File: config.mk
export PLATFORM = sky130hd
export DESIGN_NAME = sprite_anim_sequencer
export DESIGN_NICKNAME = d
export VERILOG_FILES = /design/src/rtl/sprite_pkg.sv /design/src/rtl/sprite_addr_gen.sv /design/src/rtl/sprite_anim_sequencer.sv
export SDC_FILE = /design/constraint.sdc
export NUM_CORES = 1
export LEC_CHECK = 0
export ABC_AREA = 1
export CELL_PAD_IN_SITES_DETAIL_PLACEMENT = 1
export CELL_PAD_IN_SITES_GLOBAL_PLACEMENT = 1
export CORE_ASPECT_RATIO = 1.1
export CORE_MARGIN = 3
export CORE_UTILIZATION = 25
export CTS_BUF_LIST = sky130_fd_sc_hd__clkbuf_2 sky130_fd_sc_hd__clkbuf_4 sky130_fd_sc_hd__clkbuf_8
export CTS_CLUSTER_DIAMETER = 50
export CTS_CLUSTER_SIZE = 40
export DETAILED_ROUTE_END_ITERATION = 16
export PLACE_DENSITY = 0.64
export SYNTH_ARGS = -nofsm -noshare
export SYNTH_HDL_FRONTEND = slang
export SYNTH_SLANG_ARGS = --single-unit
File: constraint.sdc
create_clock -name vga_clk -period 2 [get_ports vga_clk]
set_clock_uncertainty 0.05 [all_clocks]
set_input_delay 0.4 -clock vga_clk [delete_from_list [all_inputs] [get_ports vga_clk]]
set_output_delay 0.4 -clock vga_clk [all_outputs]
set_load 0.03 [all_outputs]
File: src/rtl/sprite_pkg.sv
// Shared types and constants for the sprite animation sequencer.
package sprite_pkg;

  typedef enum logic [1:0] {
    IDLE,
    PLAY,
    HOLD
  } anim_state_t;

  localparam int SCREEN_W = 640;
  localparam int SCREEN_H = 480;
  localparam int COORD_W  = $clog2((SCREEN_W > SCREEN_H) ? SCREEN_W : SCREEN_H);

  localparam int SPR_W_DEF    = 64;
  localparam int SPR_H_DEF    = 64;
  localparam int N_FRAMES_DEF = 8;

endpackage

File: src/rtl/sprite_addr_gen.sv
// Sprite box test and ROM address generation, with an in-box flag delayed
// so it lines up with the ROM read data for the same pixel.
module sprite_addr_gen
  import sprite_pkg::*;
#(
  parameter int SPR_W    = SPR_W_DEF,
  parameter int SPR_H    = SPR_H_DEF,
  parameter int N_FRAMES = N_FRAMES_DEF,
  parameter int ADDR_W   = 15,
  parameter int ROM_LAT  = 1
) (
  input  logic                          clk,
  input  logic                          rst,
  input  logic [$clog2(N_FRAMES)-1:0]   frame_idx,
  input  logic [COORD_W-1:0]            pos_x,
  input  logic [COORD_W-1:0]            pos_y,
  input  logic [COORD_W-1:0]            draw_x,
  input  logic [COORD_W-1:0]            draw_y,
  output logic [ADDR_W-1:0]             rom_address,
  output logic                          sprite_active
);

  localparam int LOG_W = $clog2(SPR_W);
  localparam int LOG_H = $clog2(SPR_H);

  logic [COORD_W:0]  rel_x_p0;
  logic [COORD_W:0]  rel_y_p0;
  logic              in_box_p0;
  logic [ADDR_W-1:0] addr_p0;
  logic [ROM_LAT:0]  act_p1;

  // Stage p0: box test and address; power-of-2 dimensions make the base a concat.
  always_comb begin
    rel_x_p0  = {1'b0, draw_x} - {1'b0, pos_x};
    rel_y_p0  = {1'b0, draw_y} - {1'b0, pos_y};
    in_box_p0 = (draw_x >= pos_x) && (rel_x_p0 < (COORD_W+1)'(SPR_W)) &&
                (draw_y >= pos_y) && (rel_y_p0 < (COORD_W+1)'(SPR_H));
    addr_p0   = '0;
    if (in_box_p0)
      addr_p0 = ADDR_W'({frame_idx, rel_y_p0[LOG_H-1:0], rel_x_p0[LOG_W-1:0]});
  end

  // Stage p1: registered address; in-box flag runs ROM_LAT further stages.
  always_ff @(posedge clk) begin
    if (rst) begin
      rom_address <= '0;
      act_p1      <= '0;
    end else begin
      rom_address <= addr_p0;
      act_p1[0]   <= in_box_p0;
      for (int i = 1; i <= ROM_LAT; i++)
        act_p1[i] <= act_p1[i-1];
    end
  end

  assign sprite_active = act_p1[ROM_LAT];

endmodule

File: src/rtl/sprite_anim_sequencer.sv
// Frame-rate animation sequencer for a multi-frame sprite ROM; frame index and
// sprite position only change on frame_start so a displayed frame never tears.
module sprite_anim_sequencer
  import sprite_pkg::*;
#(
  parameter int SPR_W           = SPR_W_DEF,
  parameter int SPR_H           = SPR_H_DEF,
  parameter int N_FRAMES        = N_FRAMES_DEF,
  parameter int TICKS_PER_FRAME = 6,
  parameter int ADDR_W          = 15,
  parameter int ROM_LAT         = 1
) (
  input  logic                        vga_clk,
  input  logic                        Reset,
  input  logic                        frame_start,
  input  logic                        play,
  input  logic                        loop_en,
  input  logic [9:0]                  pos_x,
  input  logic [9:0]                  pos_y,
  input  logic [9:0]                  DrawX,
  input  logic [9:0]                  DrawY,
  output logic [ADDR_W-1:0]           rom_address,
  output logic                        sprite_active,
  output logic [$clog2(N_FRAMES)-1:0] frame_idx,
  output logic                        busy,
  output logic                        done
);

  localparam int FIDX_W = $clog2(N_FRAMES);
  localparam int TICK_W = (TICKS_PER_FRAME > 1) ? $clog2(TICKS_PER_FRAME) : 1;
  localparam logic [FIDX_W-1:0] LAST_F   = FIDX_W'(N_FRAMES - 1);
  localparam logic [FIDX_W-1:0] PENULT_F = FIDX_W'(N_FRAMES - 2);
  localparam logic [FIDX_W-1:0] ONE_F    = FIDX_W'(1);
  localparam logic [TICK_W-1:0] LAST_T   = TICK_W'(TICKS_PER_FRAME - 1);
  localparam logic [TICK_W-1:0] ONE_T    = TICK_W'(1);

  anim_state_t       state;
  logic [TICK_W-1:0] tick_cnt;
  logic [9:0]        pos_sh_x;
  logic [9:0]        pos_sh_y;

  always_ff @(posedge vga_clk) begin
    if (Reset) begin
      state     <= IDLE;
      tick_cnt  <= '0;
      frame_idx <= '0;
      busy      <= 1'b0;
      done      <= 1'b0;
    end else begin
      done <= 1'b0;
      if (play) begin
        // A restart swallows any coincident frame_start tick.
        state     <= PLAY;
        frame_idx <= '0;
        tick_cnt  <= '0;
        busy      <= 1'b1;
      end else begin
        case (state)
          IDLE: begin
            frame_idx <= '0;
            busy      <= 1'b0;
          end
          PLAY: begin
            if (frame_start) begin
              if (tick_cnt == LAST_T) begin
                tick_cnt <= '0;
                if (frame_idx == LAST_F) begin
                  if (loop_en) begin
                    frame_idx <= '0;
                  end else begin
                    state <= HOLD;
                    busy  <= 1'b0;
                    done  <= 1'b1;
                  end
                end else if (frame_idx == PENULT_F && !loop_en) begin
                  frame_idx <= LAST_F;
                  state     <= HOLD;
                  busy      <= 1'b0;
                  done      <= 1'b1;
                end else begin
                  frame_idx <= frame_idx + ONE_F;
                end
              end else begin
                tick_cnt <= tick_cnt + ONE_T;
              end
            end
          end
          HOLD: begin
            frame_idx <= LAST_F;
            busy      <= 1'b0;
          end
          default: begin
            state <= IDLE;
            busy  <= 1'b0;
          end
        endcase
      end
    end
  end

  always_ff @(posedge vga_clk) begin
    if (Reset) begin
      pos_sh_x <= '0;
      pos_sh_y <= '0;
    end else if (frame_start) begin
      pos_sh_x <= pos_x;
      pos_sh_y <= pos_y;
    end
  end

  sprite_addr_gen #(
    .SPR_W    (SPR_W),
    .SPR_H    (SPR_H),
    .N_FRAMES (N_FRAMES),
    .ADDR_W   (ADDR_W),
    .ROM_LAT  (ROM_LAT)
  ) u_addr_gen (
    .clk           (vga_clk),
    .rst           (Reset),
    .frame_idx     (frame_idx),
    .pos_x         (pos_sh_x),
    .pos_y         (pos_sh_y),
    .draw_x        (DrawX),
    .draw_y        (DrawY),
    .rom_address   (rom_address),
    .sprite_active (sprite_active)
  );

endmodule

; ---- Yosys cells after proc, flatten, opt, wreduce, memory -nomap -nowiden
; Index checks and enable logic that the tools add are counted.
[totals]
latchBits = 0
mem_count = 0
register_bits = 47
input_bits = 45
out_inout_bits = 21
elab_cells = 78
ramBits = 0
mem_bits_ro = 0
[op_classes]
addsub = 4
n_lt_le_gt_ge = 4
shift = 0
multipliers = 0
reduce_logical = 16
n_div = 0
n_eq_ne = 15
mux = 24
bitwise_logic = 5
[op_table]
columns = op, n
row1 = "11-bit by 7-bit < comparator with 1-bit output, second input constant", 2
row2 = 10-bit by 10-bit subtractor with 11-bit output, 2
row3 = 10-bit >= comparator, 2
row4 = 3-bit 2-to-1 mux, 6
row5 = "3-bit inequality test, second input constant", 5
row6 = 1-bit 2-to-1 mux, 11
row7 = 2-bit 2-to-1 mux, 5
row8 = 5-bit AND reduction, 2
row9 = "3-bit equality test, second input constant", 3
row10 = 3-bit case mux with 3 select lines, 1
row11 = "4-bit inequality test, second input constant", 2
row12 = 4-bit AND reduction, 2
row13 = "3-bit by 1-bit adder with 3-bit output, second input constant", 2
row14 = 2-bit OR reduction, 3
row15 = 1-bit NOT, 5
row16 = 5-bit OR reduction, 1
row17 = 1-bit logical AND, 4
row18 = "2-bit inequality test, second input constant", 2
row19 = 2-bit case mux with 2 select lines, 1
row20 = 3-bit nonzero test, 1
row21 = "2-bit by 1-bit equality test with 1-bit output, second input constant", 1
row22 = "2-bit equality test, second input constant", 1
row23 = 2-bit zero test, 1
row24 = "2-bit by 1-bit inequality test with 1-bit output, second input constant", 1
row25 = other kinds (2), 2

; ---- Logic depth before layout (Yosys ltp)
; Gate-level depths: netlist of the first run.
[logic_depth]
ltp_word = 8
depth_mapped = 16
ltp_nobuf = 15

; ---- Cells and area by module
; Synthesis of the first run repeated with hierarchy kept, for this count alone.
[hier_totals]
hier_cells = 450
area_unflattened_um2 = 2954.1
[modules_own_cells]
columns = mod, cells_per_inst, n_inst, area_each_um2, seq_area_each_um2
row1 = sprite_addr_gen, 272, 1, 1644.1, 340.3
row2 = sprite_anim_sequencer, 178, 1, 1310.0, 600.6

; ---- Worst setup path before layout of the first run
; No wires, ideal clock.
[synth_path]
path_type = input-to-reg
startpoint = input port DrawX[0]
endpoint = register u_addr_gen.rom_address[14]
path_buffers = 1
cell_stages = 15
t_required_ns = 1.888
t_arrival_ns = 1.995
slack_ns = -0.107
cell_sequence = inv_1 -> ha_1 -> fa_1 -> inv_1 -> nand3_1 -> nand2_1 -> nand2_1 -> nand2_1 -> nand2_1 -> nand2_1 -> nand3_1 -> a21oi_1 -> nand2_2 -> buf_6 -> nor2_2
[synth_between]
elab_chain_len = 7
word_cells_on_any_way = 8
cone_classes = add/sub: 1 / order compare: 2 / bitwise: 1 / reduce/logical: 4
[synth_lines]
columns = item, line
row1 = from (decl), sprite_anim_sequencer.sv:20  ; input logic [9:0] DrawX,
row2 = 10-bit by 10-bit subtractor with 11-bit output, sprite_addr_gen.sv:34  ; rel_x_p0 = {1'b0, draw_x} - {1'b0, pos_x};
row3 = 11-bit by 7-bit < comparator with 1-bit output, sprite_addr_gen.sv:36  ; in_box_p0 = (draw_x >= pos_x) && (rel_x_p0 < (COORD_W+1)'(SPR_W)) &&
row4 = 1-bit logical AND * (2 in series), sprite_addr_gen.sv:36
row5 = 1-bit logical AND *, sprite_addr_gen.sv:37  ; (draw_y >= pos_y) && (rel_y_p0 < (COORD_W+1)'(SPR_H));
row6 = 1-bit NOT (no line) *, --
row7 = 2-bit OR reduction (no line) *, --
row8 = to (signal assigned), sprite_addr_gen.sv:49  ; rom_address <= addr_p0;
row9 = to (decl), sprite_addr_gen.sv:19  ; output logic [ADDR_W-1:0] rom_address,
; Mark *: on every way between the ends. The rest lies on a longest branch, timed or not.
; A chain may end at the register's enable or synchronous reset.

; ---- Worst setup path after layout of the first run
[layout_path]
startpoint = input port DrawX[3]
endpoint = register u_addr_gen.rom_address[13]
; The elaborated chain is that of the path after synthesis.

==> out/qor.csv, run 1 <==
metric;value;unit
post-route-period-util;105;%
arrival;2.30;ns
drtPass1Iterations;4;
grt_pass1_wl;14.6;mm
nFillCells;1403;
cts_buffers;5;
rsz0062_at_grt;yes;
syn_nets;508;
synth.area.top_cells;dfxtp_1 (33%), nand2_1 (13%), inv_1 (12%);
cpMostUsedCell;nand2_1;
vias;2954;
synth_seq_area_share;32.7;%
ir_worst_vdd;0.000246;V
worst-path-buf-inv;3;
holdPathEnd;u_addr_gen.act_p1[1]$_SDFF_PP0_;
cts_tree;done;
grt.total_usage;14.3;%
leakagePower;0.00211;uW
power_density;575;nW/um2
core_area;11100;um2
timing.fmax;477;MHz
port_buffers;65;
final_cell_mix;inv_1 (89), nand2_1 (89), clkdlybuf4s50_1 (49);
routedWlPerCell;12.7;um
worstSkewPairLatency;0.30;ns
path_clk_slew;0.09;ns
cp_max_fo;5;
hold_violations;0;
start_util;25.9;%
cts_root_buffer;clkbuf_8;
power;2600;uW
cp-start-kind;input pin;
whs;0.400;ns
cpPeakStageDelay;0.45;ns
drc;0;
avgSynthCellArea;6.64;um2
critPathSlowestCell;clkdlybuf4s50_1;
diodes;0;
dpl.hpwl;6.81;mm
die_area;12800;um2
wirelength;8.75;mm
setup_ws;-0.0946;ns
crit_chain;clkdlybuf4s50_1 > ha_4 > nand2_2 > inv_1 > nand2_1 > nand2_1 > nand2_1 > nand3_1 > nand2_1 > nand2_1 > nand3_1 > nor2_2 > nand2_4 > buf_12 > nor2_4;
nets;617;
tightestPinTransition;0.327;ns
min_from;u_addr_gen.act_p1[0]$_SDFF_PP0_;
syn_inst;434;
min_path_cells;2;
die_w;108;um
worst_setup_path_end_kind;flip-flop;
clock_sinks;47;
grt_max_degree;39;
reg2reg_slack;-0.05;ns
syn_area;2880;um2
yosysTopAreaCell;dfxtp_1;
pin_count;66;
slew_headroom;78.1;%
cpLargestDelayFamily;simple AND/OR/NAND/NOR gates;
status;finished, violations left;
layout_min_cycle_time;2.09;ns
timing.rr.start;pos_sh_x[0]$_SDFFE_PP0P_;
vias_per_cell;4.27;
htreeDepth;2;
row_count;40;
slew_viol_final;0;
ys_types;20;
die_h;119;um
yosys_warnings;0;
gp_congestion;0.868;
preCtsSetupSlack;-0.639;ns
grt_overflow;0;
clock_path_buffers;2;
drive_gt1_share;23.0;%
drtIter0Drc;52;
violations;negative setup slack;
crit_type;input pin to flip-flop;
grt_pass1_vias;3178;
setup_violations;16;
reg2reg_depth;14;
cp-startpoint;DrawX[3];
yosysTopAreaCellShare;32.7;%
min_path_type;flip-flop to flip-flop;
ys_ff_latch;47;
required;2.20;ns
antenna_found_initial;0;
final_util;40.7;%
area_growth;57.0;%
r2r-end;u_addr_gen.rom_address[13]$_SDFF_PP0_;
cap_violations;0;
antenna_left;0;
==> area by class of cell <==
cell class	instances	area [um2]	share of cell area (%)
Multi-Input combinational cell	286	1900	42.1
Timing Repair Buffer	109	1020	22.5
Sequential cell	47	943	20.9
Inverter	94	355	7.86
Tap cell	147	184	4.07
Clock buffer	6	82.6	1.83
Clock inverter	2	35.0	0.775
==> metal layers <==
| metal | wire length (um) | vias up | track usage [%] |
|---|---|---|---|
| li1 | - | 1547 | - |
| met1 | 3810 | 1347 | 16.9 |
| met2 | 4490 | 53 | 26.2 |
| met3 | 317 | 7 | 2.08 |
| met4 | 131 | 0 | 4.42 |
| met5 | 0 | - | 0 |
==> cells in the mapped netlist <==
cell type,n
a21oi_1,38
nand2_1,98
nand4_1,3
fa_1,2
nor3_1,2
nor2_2,12
dfxtp_1,47
nand3_1,22
xnor2_1,3
o211ai_1,1
nand2_2,5
xor2_1,5
o22ai_1,1
ha_1,27
a211oi_1,1
nor2_1,40
inv_1,94
buf_6,1
o21ai_0,26
clkbuf_1,6
==> registers in the layout, indices dropped and copies added, names as in the netlist <==
name,flops
frame_idx,3
state,2
pos_sh_y,10
busy,1
tick_cnt,3
pos_sh_x,10
u_addr_gen.rom_address,15
done,1
u_addr_gen.act_p1,2
==> power by group <==
part	total [uW]	switching, uW	internal (uW)
sequential	984	15.3	969
clock	739	334	405
combinational	880	451	428
total	2600	800	1800
==> worst max path at each step <==
stage | end | slack, ns | cells after the start
floorplan | u_addr_gen.rom_address[13]$_SDFF_PP0_ | 0.004 | 15
global placement | u_addr_gen.rom_address[2]$_SDFF_PP0_ | -0.59 | 16
detailed placement | u_addr_gen.rom_address[1]$_SDFF_PP0_ | -0.64 | 16
CTS | u_addr_gen.rom_address[13]$_SDFF_PP0_ | -0.08 | 14
global route | u_addr_gen.rom_address[13]$_SDFF_PP0_ | -0.21 | 14
finish | u_addr_gen.rom_address[13]$_SDFF_PP0_ | -0.09 | 15
==> metrics by stage <==
stage | cell area, um2 | instances | setup TNS [ns]
4_1_cts | 4470 | 690 | -0.953
3_3_place_gp | 4040 | 677 | -9.12
5_1_grt | 4520 | 691 | -3.17
6_report | 4520 | 691 | -1.30
2_1_floorplan | 2920 | 434 | 0
3_5_place_dp | 4040 | 677 | -9.93
==> worst reg2reg max path, stage by stage (launching register included) <==
cell	delay, ns
dfxtp_2	0.35
ha_4	0.16
fa_2	0.34
inv_2	0.06
nand3_2	0.07
nand2_2	0.10
nand2_2	0.07
nand3_2	0.06
nand2_1	0.05
nor2_1	0.09
nand3_1	0.09
nor2_2	0.16
nand2_4	0.10
buf_12	0.16
nor2_4	0.08
==> cells by family after synthesis <==
kind of cell	after synthesis	share of synthesized area (%)
adder cells (fa/ha/maj)	29	13.1
AO/OA/AOI/OAI	67	11.9
XOR/XNOR	8	2.43
AND/OR/NAND/NOR	182	26.5
buffers and inverters	101	13.4
flip-flops	47	32.7
==> what timing repair did <==
item / 4_1_cts / 5_1_grt
endpoints found under the setup margin: 16 / 16
resized for setup: 64 / 13
pin swaps: 17 / 8
hold buffers: 0 / 0
buffers inserted: 4 / 1
gates cloned: 1 / 0
Note: power is estimated with default switching activity, not from simulation.
==> run 2: changes to the inputs <==
--- a/config.mk
+++ b/config.mk
@@ -11,11 +11,10 @@
 export CORE_ASPECT_RATIO = 1.1
 export CORE_MARGIN = 3
 export CORE_UTILIZATION = 25
-export CTS_BUF_LIST = sky130_fd_sc_hd__clkbuf_2 sky130_fd_sc_hd__clkbuf_4 sky130_fd_sc_hd__clkbuf_8
 export CTS_CLUSTER_DIAMETER = 50
 export CTS_CLUSTER_SIZE = 40
 export DETAILED_ROUTE_END_ITERATION = 16
-export PLACE_DENSITY = 0.64
+export PLACE_DENSITY = 0.73
 export SYNTH_ARGS = -nofsm -noshare
 export SYNTH_HDL_FRONTEND = slang
 export SYNTH_SLANG_ARGS = --single-unit
==> run 2 against run 1 <==
The run still ends with negative setup slack left; design area is 0.19% lower; core utilization decreased by 0.079 points; global-route usage hardly changed; critical endpoint is now u_addr_gen.rom_address[6]$_SDFF_PP0_; first-iteration DRC count is 56% higher; wire length is 2.6% higher; critical path depth is 1 lower; sequential power about the same; combinational power barely moved; via count increased by 1.6%.
==> out/qor.csv, run 2 (same netlist as run 1, synthesis figures left out) <==
metric;value;unit;change
htreeDepth;2;;unchanged
clock_sinks;47;;unchanged
largest_register_ffs;15;;unchanged
cp-start-kind;flip-flop;;
die_w;108;um;unchanged
vias;3002;;+1.6%
die_h;119;um;unchanged
vias_per_cell;4.38;;+2.4%
worst_setup_path_end_kind;flip-flop;;
ir_worst_vdd;0.000320;V;+30%
pin_count;66;;unchanged
mostFrequentLayoutCell;nand2_1;;
slew_headroom;78.5;%;+0.39 points
leakagePower;0.00208;uW;-1.7%
final_area;4510;um2;-0.19%
routedWlPerCell;13.1;um;+3.3%
dpl.hpwl;6.96;mm;+2.3%
drtPass1Iterations;4;;unchanged
nFillCells;1411;;+0.57%
antenna_found_initial;0;;unchanged
violations;negative setup slack;;
min_from;u_addr_gen.act_p1[0]$_SDFF_PP0_;;
row_count;40;;unchanged
status;finished, violations left;;
worstSkewPairLatency;0.29;ns;about the same
cp-startpoint;pos_sh_x[0]$_SDFFE_PP0P_;;
die_area;12800;um2;unchanged
antenna_left;0;;unchanged
placed_area;4010;um2;-0.56%
crit_type;flip-flop to flip-flop;;
regMostFlops;u_addr_gen.rom_address;;
min_path_cells;2;;unchanged
preCtsSetupSlack;-0.677;ns;-0.0383 ns
hold_violations;0;;unchanged
grt_max_degree;39;;unchanged
grt.total_usage;14.3;%;+0.045 points
gp_congestion;0.778;;-10%
cts_buffers;5;;unchanged
layout_min_cycle_time;2.04;ns;-0.0581 ns
start_util;25.9;%;unchanged
rsz0062_at_grt;yes;;
arrival;2.21;ns;-0.09 ns
cts_tree;done;;
power_density;612;nW/um2;+6.3%
setup_tns;-0.408;ns;+0.888 ns
area_growth;56.7;%;
slew_viol_final;0;;unchanged
diodes;0;;unchanged
reg_top3;u_addr_gen.rom_address (15), pos_sh_x (10), pos_sh_y (10);;
core_area;11100;um2;unchanged
final_util;40.6;%;-0.079 points
cts_hold_buf;0;;unchanged
path_clk_slew;0.07;ns;-0.02 ns
cts_root_buffer;clkbuf_16;;
grt_pass1_vias;3286;;+3.4%
clock_path_buffers;2;;unchanged
setup_violations;15;;-1
tightestPinTransition;0.321;ns;-0.00580 ns
post-route-period-util;102;%;-2.9 points
setup_ws;-0.0365;ns;+0.0581 ns
wirelength;8.98;mm;+2.6%
required;2.18;ns;-0.02 ns
timing.fmax;491;MHz;+2.9%
grt_pass1_wl;14.7;mm;+0.71%
grt_overflow;0;;unchanged
cp_max_fo;8;;+3
drc;0;;unchanged
timing.rr.start;pos_sh_x[0]$_SDFFE_PP0P_;;
reg2reg_depth;14;;unchanged
drive_gt1_share;23.6;%;+0.58 points
min_path_type;flip-flop to flip-flop;;
cap_violations;0;;unchanged
final_cell_mix;nand2_1 (90), inv_1 (87), clkdlybuf4s50_1 (47);;
port_buffers;65;;unchanged
whs;0.368;ns;-0.0319 ns
drtIter0Drc;81;;+56%
nets;612;;-0.81%
[run 2: changes by cell type in the layout (fill, tap and decap cells not counted), moves of 2 or more]
cell and change:
nor2_2 +7, nor2_4 -7, clkbuf_16 +6, clkbuf_8 -5, buf_4 -4, dlygate4sd2_1 +3
ha_1 -3, ha_4 +3, clkdlybuf4s50_1 -2, dlymetal6s2s_1 -2, inv_1 -2, inv_2 +2
nand3_1 -2, nand3_2 +2
[run 2: path summary, 6_finish.rpt]
check	to	slack (ns)
max reg2reg	u_addr_gen.rom_address[6]$_SDFF_PP0_	-0.04
min	u_addr_gen.act_p1[1]$_SDFF_PP0_	0.37
min reg2reg	u_addr_gen.act_p1[1]$_SDFF_PP0_	0.37
max	u_addr_gen.rom_address[6]$_SDFF_PP0_	-0.04
[run 2: power breakdown]
| part | total, uW | switching [uW] | internal, uW | leakage [uW] |
|---|---|---|---|---|
| sequential | 985 | 15.3 | 969 | 0.000385 |
| clock | 894 | 393 | 501 | 0.0000731 |
| combinational | 883 | 459 | 424 | 0.00162 |
[run 2: layout make-up]
class	count	area (um2)	area share (%)
well taps	147	184	4.07
multi-input cells	286	1910	42.3
clock inverters	2	16.3	0.360
flip-flops and latches	47	943	20.9
inverters	94	355	7.87
clock buffers	6	139	3.08
repair buffers	104	967	21.4
[run 2: what timing repair did]
item                                    in CTS  in global routing
setup buffers                                3                  0
gates resized for setup                     72                  6
cloned                                       1                  0
endpoints found under the setup margin      16                 16
pin swaps                                   19                  4
[run 2: through the flow]
step	std cells	total power, uW
3_3_place_gp	674	1750
4_1_cts	686	2790
2_1_floorplan	434	1440
3_5_place_dp	674	1770
6_report	686	2760
5_1_grt	686	2930
[run 2: routing by layer]
| layer | GRT usage (%) | wire length (um) | up-vias |
|---|---|---|---|
| met5 | 0 | 0 | - |
| met4 | 3.31 | 87 | 0 |
| met3 | 2.08 | 310 | 8 |
| met2 | 28.8 | 4830 | 53 |
| met1 | 15.2 | 3750 | 1401 |
| li1 | - | - | 1540 |
[run 2: worst max-delay path: stages, from the launching register on]
cell and delay, ns:
dfxtp_2 0.35, ha_4 0.16, fa_2 0.35, inv_2 0.06
nand3_2 0.06, nand2_2 0.10, nand2_2 0.07, nand2_2 0.06
nand2_1 0.06, nand2_1 0.07, nand3_2 0.06, a21oi_2 0.16
nand2_2 0.11, clkbuf_16 0.18, nor2_2 0.07
